<file path="config.mk">
export PLATFORM = sky130hd
export DESIGN_NAME = pma_pll_sequencer
export DESIGN_NICKNAME = d
export VERILOG_FILES = /design/src/rtl/pma_pll_seq_pkg.sv /design/src/rtl/sync_2ff.sv /design/src/rtl/pma_pll_sequencer.sv
export SDC_FILE = /design/constraint.sdc
export NUM_CORES = 1
export LEC_CHECK = 0
export ABC_CLOCK_PERIOD_IN_PS = 2600
export BUFFER_PORTS_ARGS = -buffer_cell sky130_fd_sc_hd__buf_2
export CAP_MARGIN = 20
export CORE_ASPECT_RATIO = 0.9
export CORE_MARGIN = 1
export CORE_UTILIZATION = 50
export CTS_BUF_LIST = sky130_fd_sc_hd__clkbuf_8 sky130_fd_sc_hd__clkbuf_16
export DETAILED_ROUTE_END_ITERATION = 7
export MAX_ROUTING_LAYER = met4
export PLACE_DENSITY = 0.71
export SYNTH_ARGS = -nofsm -noshare
export SYNTH_HDL_FRONTEND = slang
export SYNTH_SLANG_ARGS = --single-unit
</file>
<file path="constraint.sdc">
create_clock -name clk_in -period 2.6 [get_ports clk_in]
set_clock_uncertainty 0.15 [all_clocks]
set_input_delay 0.65 -clock clk_in [delete_from_list [all_inputs] [get_ports clk_in]]
set_output_delay 0.65 -clock clk_in [all_outputs]
set_load 0.01 [all_outputs]
</file>
<file path="src/rtl/pma_pll_seq_pkg.sv">
// pma_pll_seq_pkg: state encodings, retry width and counter sizing for pma_pll_sequencer
package pma_pll_seq_pkg;
  typedef enum logic [2:0] {
    RESET     = 3'd0,
    WAIT_LOCK = 3'd1,
    STABLE    = 3'd2,
    RUN       = 3'd3,
    FAULT     = 3'd4
  } state_t;
  localparam int RETRY_W   = 4;
  localparam int RETRY_SAT = 15;
  function automatic int cnt_w(input int a, input int b, input int c);
    int m;
    m = (a > b) ? a : b;
    m = (m > c) ? m : c;
    return (m > 1) ? $clog2(m) : 1;
  endfunction
endpackage

</file>
<file path="src/rtl/sync_2ff.sv">
// sync_2ff: generic 1-bit two-flop synchroniser with synchronous active-low reset
module sync_2ff (
  input  logic clk,
  input  logic rst_n,
  input  logic d,
  output logic q
);
  logic meta;
  always_ff @(posedge clk) begin
    if (!rst_n) {q, meta} <= 2'b00;
    else {q, meta} <= {meta, d};
  end
endmodule

</file>
<file path="src/rtl/pma_pll_sequencer.sv">
// pma_pll_sequencer: PMA TX PLL reset/lock sequencer with timeout retry and lock-loss restart.
// Define PMA_PLL_SEQ_FAULT_EN to enter FAULT once retry_count reaches MAX_RETRIES.
module pma_pll_sequencer
  import pma_pll_seq_pkg::*;
#(
  parameter int RST_CYCLES    = 16,
  parameter int LOCK_TIMEOUT  = 10000,
  parameter int STABLE_CYCLES = 1024,
  parameter int MAX_RETRIES   = 7
) (
  input  logic               clk_in,
  input  logic               reset_n,
  input  logic               pll_locked,
  input  logic               restart,
  input  logic               clear_status,
  output logic               pll_reset,
  output logic               pma_reset_n,
  output logic               ready,
  output logic               lock_lost,
  output logic [RETRY_W-1:0] retry_count,
  output logic [2:0]         state,
  output logic               fault
);
  localparam int CW = cnt_w(RST_CYCLES, LOCK_TIMEOUT, STABLE_CYCLES);
`ifdef PMA_PLL_SEQ_FAULT_EN
  localparam bit FAULT_EN = 1'b1;
`else
  localparam bit FAULT_EN = 1'b0;
`endif
  state_t state_q, state_d;
  logic [CW-1:0] cnt_q, cnt_d;
  logic [RETRY_W-1:0] retry_d, retry_sat;
  logic lock_s, inc, set_lost, lost_d, fault_hit;
  sync_2ff u_sync (
    .clk  (clk_in),
    .rst_n(reset_n),
    .d    (pll_locked),
    .q    (lock_s)
  );
  assign retry_sat = (retry_count == RETRY_W'(RETRY_SAT)) ? retry_count : retry_count + 1'b1;
  assign fault_hit = FAULT_EN && (retry_sat == RETRY_W'(MAX_RETRIES));
  assign state     = state_q;
  // restart overrides every lock/timeout event, so it is evaluated ahead of the state case
  always_comb begin
    state_d  = state_q;
    inc      = 1'b0;
    set_lost = 1'b0;
    if (restart) state_d = RESET;
    else begin
      case (state_q)
        RESET:     state_d = (cnt_q == CW'(RST_CYCLES - 1)) ? WAIT_LOCK : RESET;
        WAIT_LOCK: begin
          if (lock_s) state_d = STABLE;
          else if (cnt_q == CW'(LOCK_TIMEOUT - 1)) begin
            inc     = 1'b1;
            state_d = fault_hit ? FAULT : RESET;
          end
        end
        STABLE:    state_d = !lock_s ? WAIT_LOCK : (cnt_q == CW'(STABLE_CYCLES - 1)) ? RUN : STABLE;
        RUN: begin
          set_lost = !lock_s;
          state_d  = lock_s ? RUN : RESET;
        end
        default:   state_d = state_q;
      endcase
    end
    cnt_d   = (restart || state_d != state_q) ? '0 : cnt_q + 1'b1;
    retry_d = inc ? retry_sat : (clear_status || (restart && state_q == FAULT)) ? '0 : retry_count;
    lost_d  = set_lost || (lock_lost && !clear_status);
  end
  always_ff @(posedge clk_in) begin
    if (!reset_n) begin
      state_q     <= RESET;
      cnt_q       <= '0;
      retry_count <= '0;
      lock_lost   <= 1'b0;
      pll_reset   <= 1'b1;
      pma_reset_n <= 1'b0;
      ready       <= 1'b0;
    end else begin
      state_q     <= state_d;
      cnt_q       <= cnt_d;
      retry_count <= retry_d;
      lock_lost   <= lost_d;
      pll_reset   <= (state_d == RESET) || (state_d == FAULT);
      pma_reset_n <= state_d == RUN;
      ready       <= state_d == RUN;
    end
  end
`ifdef PMA_PLL_SEQ_FAULT_EN
  always_ff @(posedge clk_in) begin
    if (!reset_n) fault <= 1'b0;
    else fault <= state_d == FAULT;
  end
`else
  assign fault = 1'b0;
`endif
endmodule

</file>
==> results of run 1 <==
[per-layer routing]
layer / GRT usage [%] / wire length (um) / up-vias
met1: 24.5 / 1160 / 467
met2: 30.5 / 1060 / 20
met5: - / 0 / -
met4: 7.50 / 27 / 0
met3: 3.09 / 71 / 4
li1: - / - / 519
[synthesized netlist by cell type (all sizes together), types with 2 or more instances]
cell type  count
nand4bb        2
a21oi          5
nand2          8
xor2           4
nand4          2
clkbuf         2
and2           4
nor2          22
or2            2
o21ai          6
nand3          4
nand2b         2
dfxtp         26
nor4           2
ha             2
xnor2          7
mux2i          2
nor3           5
buf            3
a31oi          2
inv            4
nor2b          5
[sequential cells by signal, indices dropped and copies added (netlist names)]
register     flops
lock_lost        1
retry_count      4
cnt_q           14
ready            1
state            3
u_sync.meta      1
u_sync.q         1
pll_reset        1
[report_power, final]
| part | leakage, uW | internal (uW) | switching [uW] |
|---|---|---|---|
| Combinational | 0.000282 | 16.1 | 19.9 |
| Clock | 0.0000288 | 135 | 115 |
| Sequential | 0.000210 | 404 | 6.07 |
| Total | 0.000521 | 555 | 141 |
[worst min-delay path by stage]
stage                          endpoint  slack [ps]
finish              u_sync.q$_SDFF_PN0_         290
global route        u_sync.q$_SDFF_PN0_         320
detailed placement  u_sync.q$_SDFF_PN0_         270
CTS                 u_sync.q$_SDFF_PN0_         290
global placement    u_sync.q$_SDFF_PN0_         270
floorplan           u_sync.q$_SDFF_PN0_         260
[logic make-up (layout without fill, tap and decap cells)]
| family | count (synthesis) | after routing | share of synthesized area, % |
|---|---|---|---|
| simple gates | 66 | 66 | 30.3 |
| flops | 26 | 26 | 40.3 |
| compound gates | 23 | 23 | 14.4 |
| xor+xnor | 11 | 11 | 7.47 |
| buf+inv | 9 | 24 | 3.78 |
| fa+ha+maj | 2 | 2 | 1.94 |
| mux | 2 | 2 | 1.55 |
| other cells | 1 | 1 | 0.291 |
[stage by stage]
| step | hold slack (ps) | total power, uW |
|---|---|---|
| floorplan | 262 | 443 |
| global placement | 268 | 454 |
| detailed placement | 271 | 455 |
| CTS | 291 | 706 |
| global route | 322 | 733 |
| finish | 289 | 696 |
[worst max-delay path, delay by kind of cell, from the launching register on]
kind	cells	cell delay [ps]
simple gates	3	1150
flops	1	390
fa+ha+maj	1	220
compound gates	2	330
[area by class of cell]
cell class	instances	area, um^2	share of cell area (%)
Clock buffer	4	55.1	3.85
Multi-Input combinational cell	105	721	50.4
Inverter	4	15.0	1.05
Timing Repair Buffer	16	82.6	5.78
Sequential cell	26	520	36.4
Tap cell	28	35.0	2.45
==> results_dict.tcl, run 1 <==
set metrics [dict create \
    final_common_cell "dfxtp_1" \
    fin_nets 163 \
    regToRegStartpoint "cnt_q[0]$_SDFF_PP0_" \
    worstPathMaxFanout 8 \
    synth-edff-count 0 \
    power.density_nw_per_um2 487 \
    antenna_found_initial 0 \
    async_flop_share_pct 0 \
    grt_pass1_wl_um 4150 \
    dp_hpwl_um 1740 \
    yosysTopAreaCell "dfxtp_1" \
    grt_pass1_vias 922 \
    fin_crit_ps 2320 \
    drt_first_pass_iters 4 \
    r2r_slack_ps 280 \
    fin_setup_tns_ps 0 \
    die_area_um2 2790 \
    boundaryPins 17 \
    dieHeight_um 50.2 \
    crit_path_end_kind "flip-flop" \
    cts.clk_slew.worst_paths_ps 80 \
    r2r-end "retry_count[2]$_SDFFE_PN0P_" \
    rsz0062_at_grt "false" \
    final_cell_mix "26 x dfxtp_1, 22 x nor2_1, 15 x buf_2" \
    peakVddDrop_v 0.000376 \
    pre_cts_slack_ps 299 \
    hold_buffers 0 \
    gp_congestion 0.831 \
    postLayoutCellArea_um2 1430 \
    cp_slowest_stage_delay_ps 510 \
    drc 0 \
    placed_cells 179 \
    hold_viol_final 0 \
    cts-root-buf "clkbuf_8" \
    worstHoldStart "u_sync.meta$_SDFF_PN0_" \
    synthCells 140 \
    drive_above_1_share_pct 21.3 \
    holdCritPathClass "reg2reg" \
    wirelength_um 2320 \
    drt_iter0_markers 12 \
    fin_cells 183 \
    die_x_um 55.5 \
    drt-wirelength-per-cell_um 12.7 \
    critPathKind "reg2reg" \
    core-area_um2 2450 \
    syn-num-nets 147 \
    core.rowCount 17 \
    fillers 227 \
    clk_latency_ps 260 \
    vias_per_cell 5.52 \
    ctsLongestPathBuffers 2 \
    htree_num_levels 1 \
    final_core_util_pct 58.4 \
    numCtsBuffers 3 \
    diodes 0 \
    overflow 0 \
    syn_area_per_cell_um2 9.21 \
    crit_chain "ha_1 -> or4b_4 -> nor4_2 -> and2_1 -> a21oi_2 -> a311oi_2" \
    p_leak_uw 0.000521 \
    seq_area_frac_synth_pct 40.3 \
    critPathLaunch "cnt_q[0]$_SDFF_PP0_" \
    cts.sinks 26 \
    synth_flop_cell "dfxtp_1" \
    crit_path_end "retry_count[2]$_SDFFE_PN0P_" \
    layout_setup_ws_ps 283 \
    synth_top_area_share_pct 40.3 \
    syn_area_um2 1290 \
    crit_slowest_cell "or4b_4" \
    hold_path_depth 1 \
    drtAntennaViolNets 0 \
    cp.arrival_ps 2340 \
    dpl_cell_area_um2 1370 \
    required_ps 2620 \
    outcome "finished, final reports clean" \
    port-buffer-count 15 \
    layout-area-overhead-vs-synth_pct 10.8 \
    start_util_pct 52.7 \
    r2r_cells 6 \
    synthTopCellsByArea "dfxtp_1 40%, nor2_1 6.4%, xnor2_1 4.8%" \
    cts_tree "done" \
    setup_viol 0 \
    max_freq_mhz 432 \
    via_count 1010 \
    cts_resized 0 \
    postCtsSetupBuffers 0 \
    maxCapViolations 0 \
    track_usage_pct 19.1 \
    synth_cell_types 47 \
    post-route-period-util_pct 89.1 \
    drv_slew 0 \
    grt_max_degree 15 \
    cp-start-kind "flip-flop" \
    synth_seq_cells 26 \
    yosysWarnings 0 \
]
Note: power is estimated with default switching activity, not from simulation.
==> run 2: changes to the inputs <==
Settings changed: ABC_AREA from default to 1, PLACE_DENSITY 0.71 to 0.7.
==> run 2 against run 1 <==
Against the previous run: synthesized cell count is 44% higher; sequential share of layout area is 4.4 points lower; non-clock buffer count is 1 lower; sequential power is 2% lower; utilization is 0.26 points lower; total power is 0.45% higher; first-iteration DRC count grew to 3.4 times the previous value; flip-flop and latch count stayed put; design area is 14% higher; cell count is 39% higher; worst hold slack worse by 0.74 ps; largest cell class unchanged; largest power group unchanged.
==> results_dict.tcl, run 2 <==
set metrics [dict create \
    port-buffer-count 15 \
    setup_viol 0 \
    crit_chain "ha_1 -> nand3_4 -> nor2_4 -> nand2_1 -> nand2_1 -> nand2_1 -> nand2_1 -> nand2_1 -> nand2_1 -> nand2_2 -> nand2_4 -> nand3_4 -> nor2_1" \
    cts_resized 0 \
    dieHeight_um 54.0 \
    path_delay_family "simple AND/OR/NAND/NOR gates" \
    regMostFlops "cnt_q" \
    drt-wirelength-per-cell_um 10.8 \
    crit_path_frequent_cell "nand2_1" \
    fin_setup_tns_ps 0 \
    final_cell_mix "41 x nand2_1, 29 x nor2_1, 28 x inv_1" \
    peakVddDrop_v 0.000179 \
    synth_flop_cell "dfxtp_1" \
    ctsLongestPathBuffers 2 \
    drive_above_1_share_pct 21.9 \
    vias_per_cell 4.84 \
    cts_tree "done" \
    postCtsSetupBuffers 0 \
    fin_hold_ws_ps 288 \
    cts-root-buf "clkbuf_8" \
    grt_pass1_vias 1058 \
    cts.clk_slew.worst_paths_ps 90 \
    synth_top_area_share_pct 34.6 \
    htree_num_levels 1 \
    layout_setup_ws_ps 430 \
    synthTopCellsByArea "dfxtp_1 35%, nand2_1 10%, nor2_4 8.2%" \
    final_common_cell "nand2_1" \
    syn_area_um2 1500 \
    clk_latency_ps 270 \
    fillers 289 \
    final_core_util_pct 58.2 \
    critPathKind "reg2reg" \
    placed_cells 251 \
    hold_viol_final 0 \
    async_flop_share_pct 0 \
    cts.sinks 26 \
    synth-edff-count 0 \
    pre_cts_slack_ps 407 \
    crit_slowest_cell "dfxtp_1" \
    boundaryPins 17 \
    drt_iter0_markers 41 \
    synth_common_cells "41 x nand2_1, 29 x nor2_1, 28 x inv_1" \
    grt_max_degree 15 \
    die_area_um2 3230 \
    largest_reg_flops 14 \
    via_count 1235 \
    overflow 0 \
    cp-start-kind "flip-flop" \
    yosysMostFrequentCell "nand2_1" \
    diodes 0 \
    fin_cells 255 \
    max_freq_mhz 461 \
    multi_input_area_um2 811 \
    seq_area_frac_synth_pct 34.6 \
    grt_pass1_wl_um 4490 \
    worstPathMaxFanout 14 \
    fin_crit_ps 2170 \
    wirelength_um 2760 \
    yosysTopAreaCell "dfxtp_1" \
    synth_cell_types 29 \
    fin_nets 223 \
    die_x_um 59.8 \
    required_ps 2650 \
    drtAntennaViolNets 0 \
    antenna_found_initial 0 \
    track_usage_pct 19.5 \
    post-route-period-util_pct 83.5 \
    hold_buffers 0 \
    synthCells 201 \
    synth_seq_cells 26 \
    power.density_nw_per_um2 430 \
    syn_area_per_cell_um2 7.48 \
    drv_slew 0 \
    numCtsBuffers 3 \
    core.rowCount 18 \
    layout-area-overhead-vs-synth_pct 7.99 \
    r2r_slack_ps 430 \
    cp_slowest_stage_delay_ps 420 \
    regArea_um2 520 \
    core-area_um2 2790 \
    rsz0062_at_grt "false" \
    dp_hpwl_um 2050 \
    gp_congestion 0.850 \
    crit_path_end_kind "flip-flop" \
    drc 0 \
    maxCapViolations 0 \
    holdCritPathClass "reg2reg" \
    p_leak_uw 0.000695 \
    cp.arrival_ps 2220 \
    start_util_pct 53.9 \
    yosysWarnings 0 \
    outcome "finished, final reports clean" \
    cp_num_buf_inv 0 \
    drt_first_pass_iters 4 \
    syn-num-nets 208 \
]
==> run 2: changes by cell type after synthesis, sizes merged, moves of 4 or more <==
cell / delta
nand2: +40
inv: +26
nor2: +21
nand3: +7
xor2: +6
nor2b: -5
o21ai: -5
xnor2: -5
and2: -4
==> run 2: layout make-up <==
cell class	instances	share of cell area (%)
Clock buffer	4	3.39
Inverter	30	6.93
Multi-Input combinational cell	140	49.9
Sequential cell	26	32.0
Tap cell	40	3.08
Timing Repair Buffer	15	4.62
==> run 2: cell families (layout without fill, tap and decap cells) <==
family,after synthesis,in the layout,share of synthesized area (%)
xor+xnor,12,12,6.99
other cells,1,1,0.249
flops,26,26,34.6
fa+ha+maj,2,2,1.66
buf+inv,35,49,11.5
simple gates,117,117,41.9
compound gates,8,8,3.08
==> run 2: final timing paths <==
kind | startpoint | end | depth (start not counted)
worst max-delay path | cnt_q[0]$_SDFF_PP0_ | cnt_q[6]$_SDFF_PP0_ | 13
worst min-delay path | u_sync.meta$_SDFF_PN0_ | u_sync.q$_SDFF_PN0_ | 2
worst max register to register | cnt_q[0]$_SDFF_PP0_ | cnt_q[6]$_SDFF_PP0_ | 13
worst min register to register | u_sync.meta$_SDFF_PN0_ | u_sync.q$_SDFF_PN0_ | 2
==> run 2: power breakdown <==
| group | internal (uW) | total (uW) | switching, uW |
|---|---|---|---|
| logic | 9.14 | 32.1 | 23.0 |
| registers | 401 | 403 | 2.62 |
| clock network | 136 | 263 | 128 |
==> run 2: worst min-delay path: cells and delay by family, from the launching register on <==
| kind | cells | cell delay [ps] |
|---|---|---|
| flip-flops | 1 | 310 |
| AND/OR/NAND/NOR | 1 | 60 |
| buffers and inverters | 1 | 30 |
==> run 2: layer usage <==
metal	global-route usage [%]	vias up	wire (um)
met2	30.6	29	1230
met1	24.5	556	1380
met5	-	-	0
met4	8.53	0	40
met3	3.61	5	113
li1	-	645	-
==> run 2: per-stage QoR <==
stage | power, uW | area [um^2]
5_1_grt | 719 | 1620
3_3_place_gp | 443 | 1570
4_1_cts | 704 | 1620
2_1_floorplan | 440 | 1500
6_report | 699 | 1620
3_5_place_dp | 445 | 1570
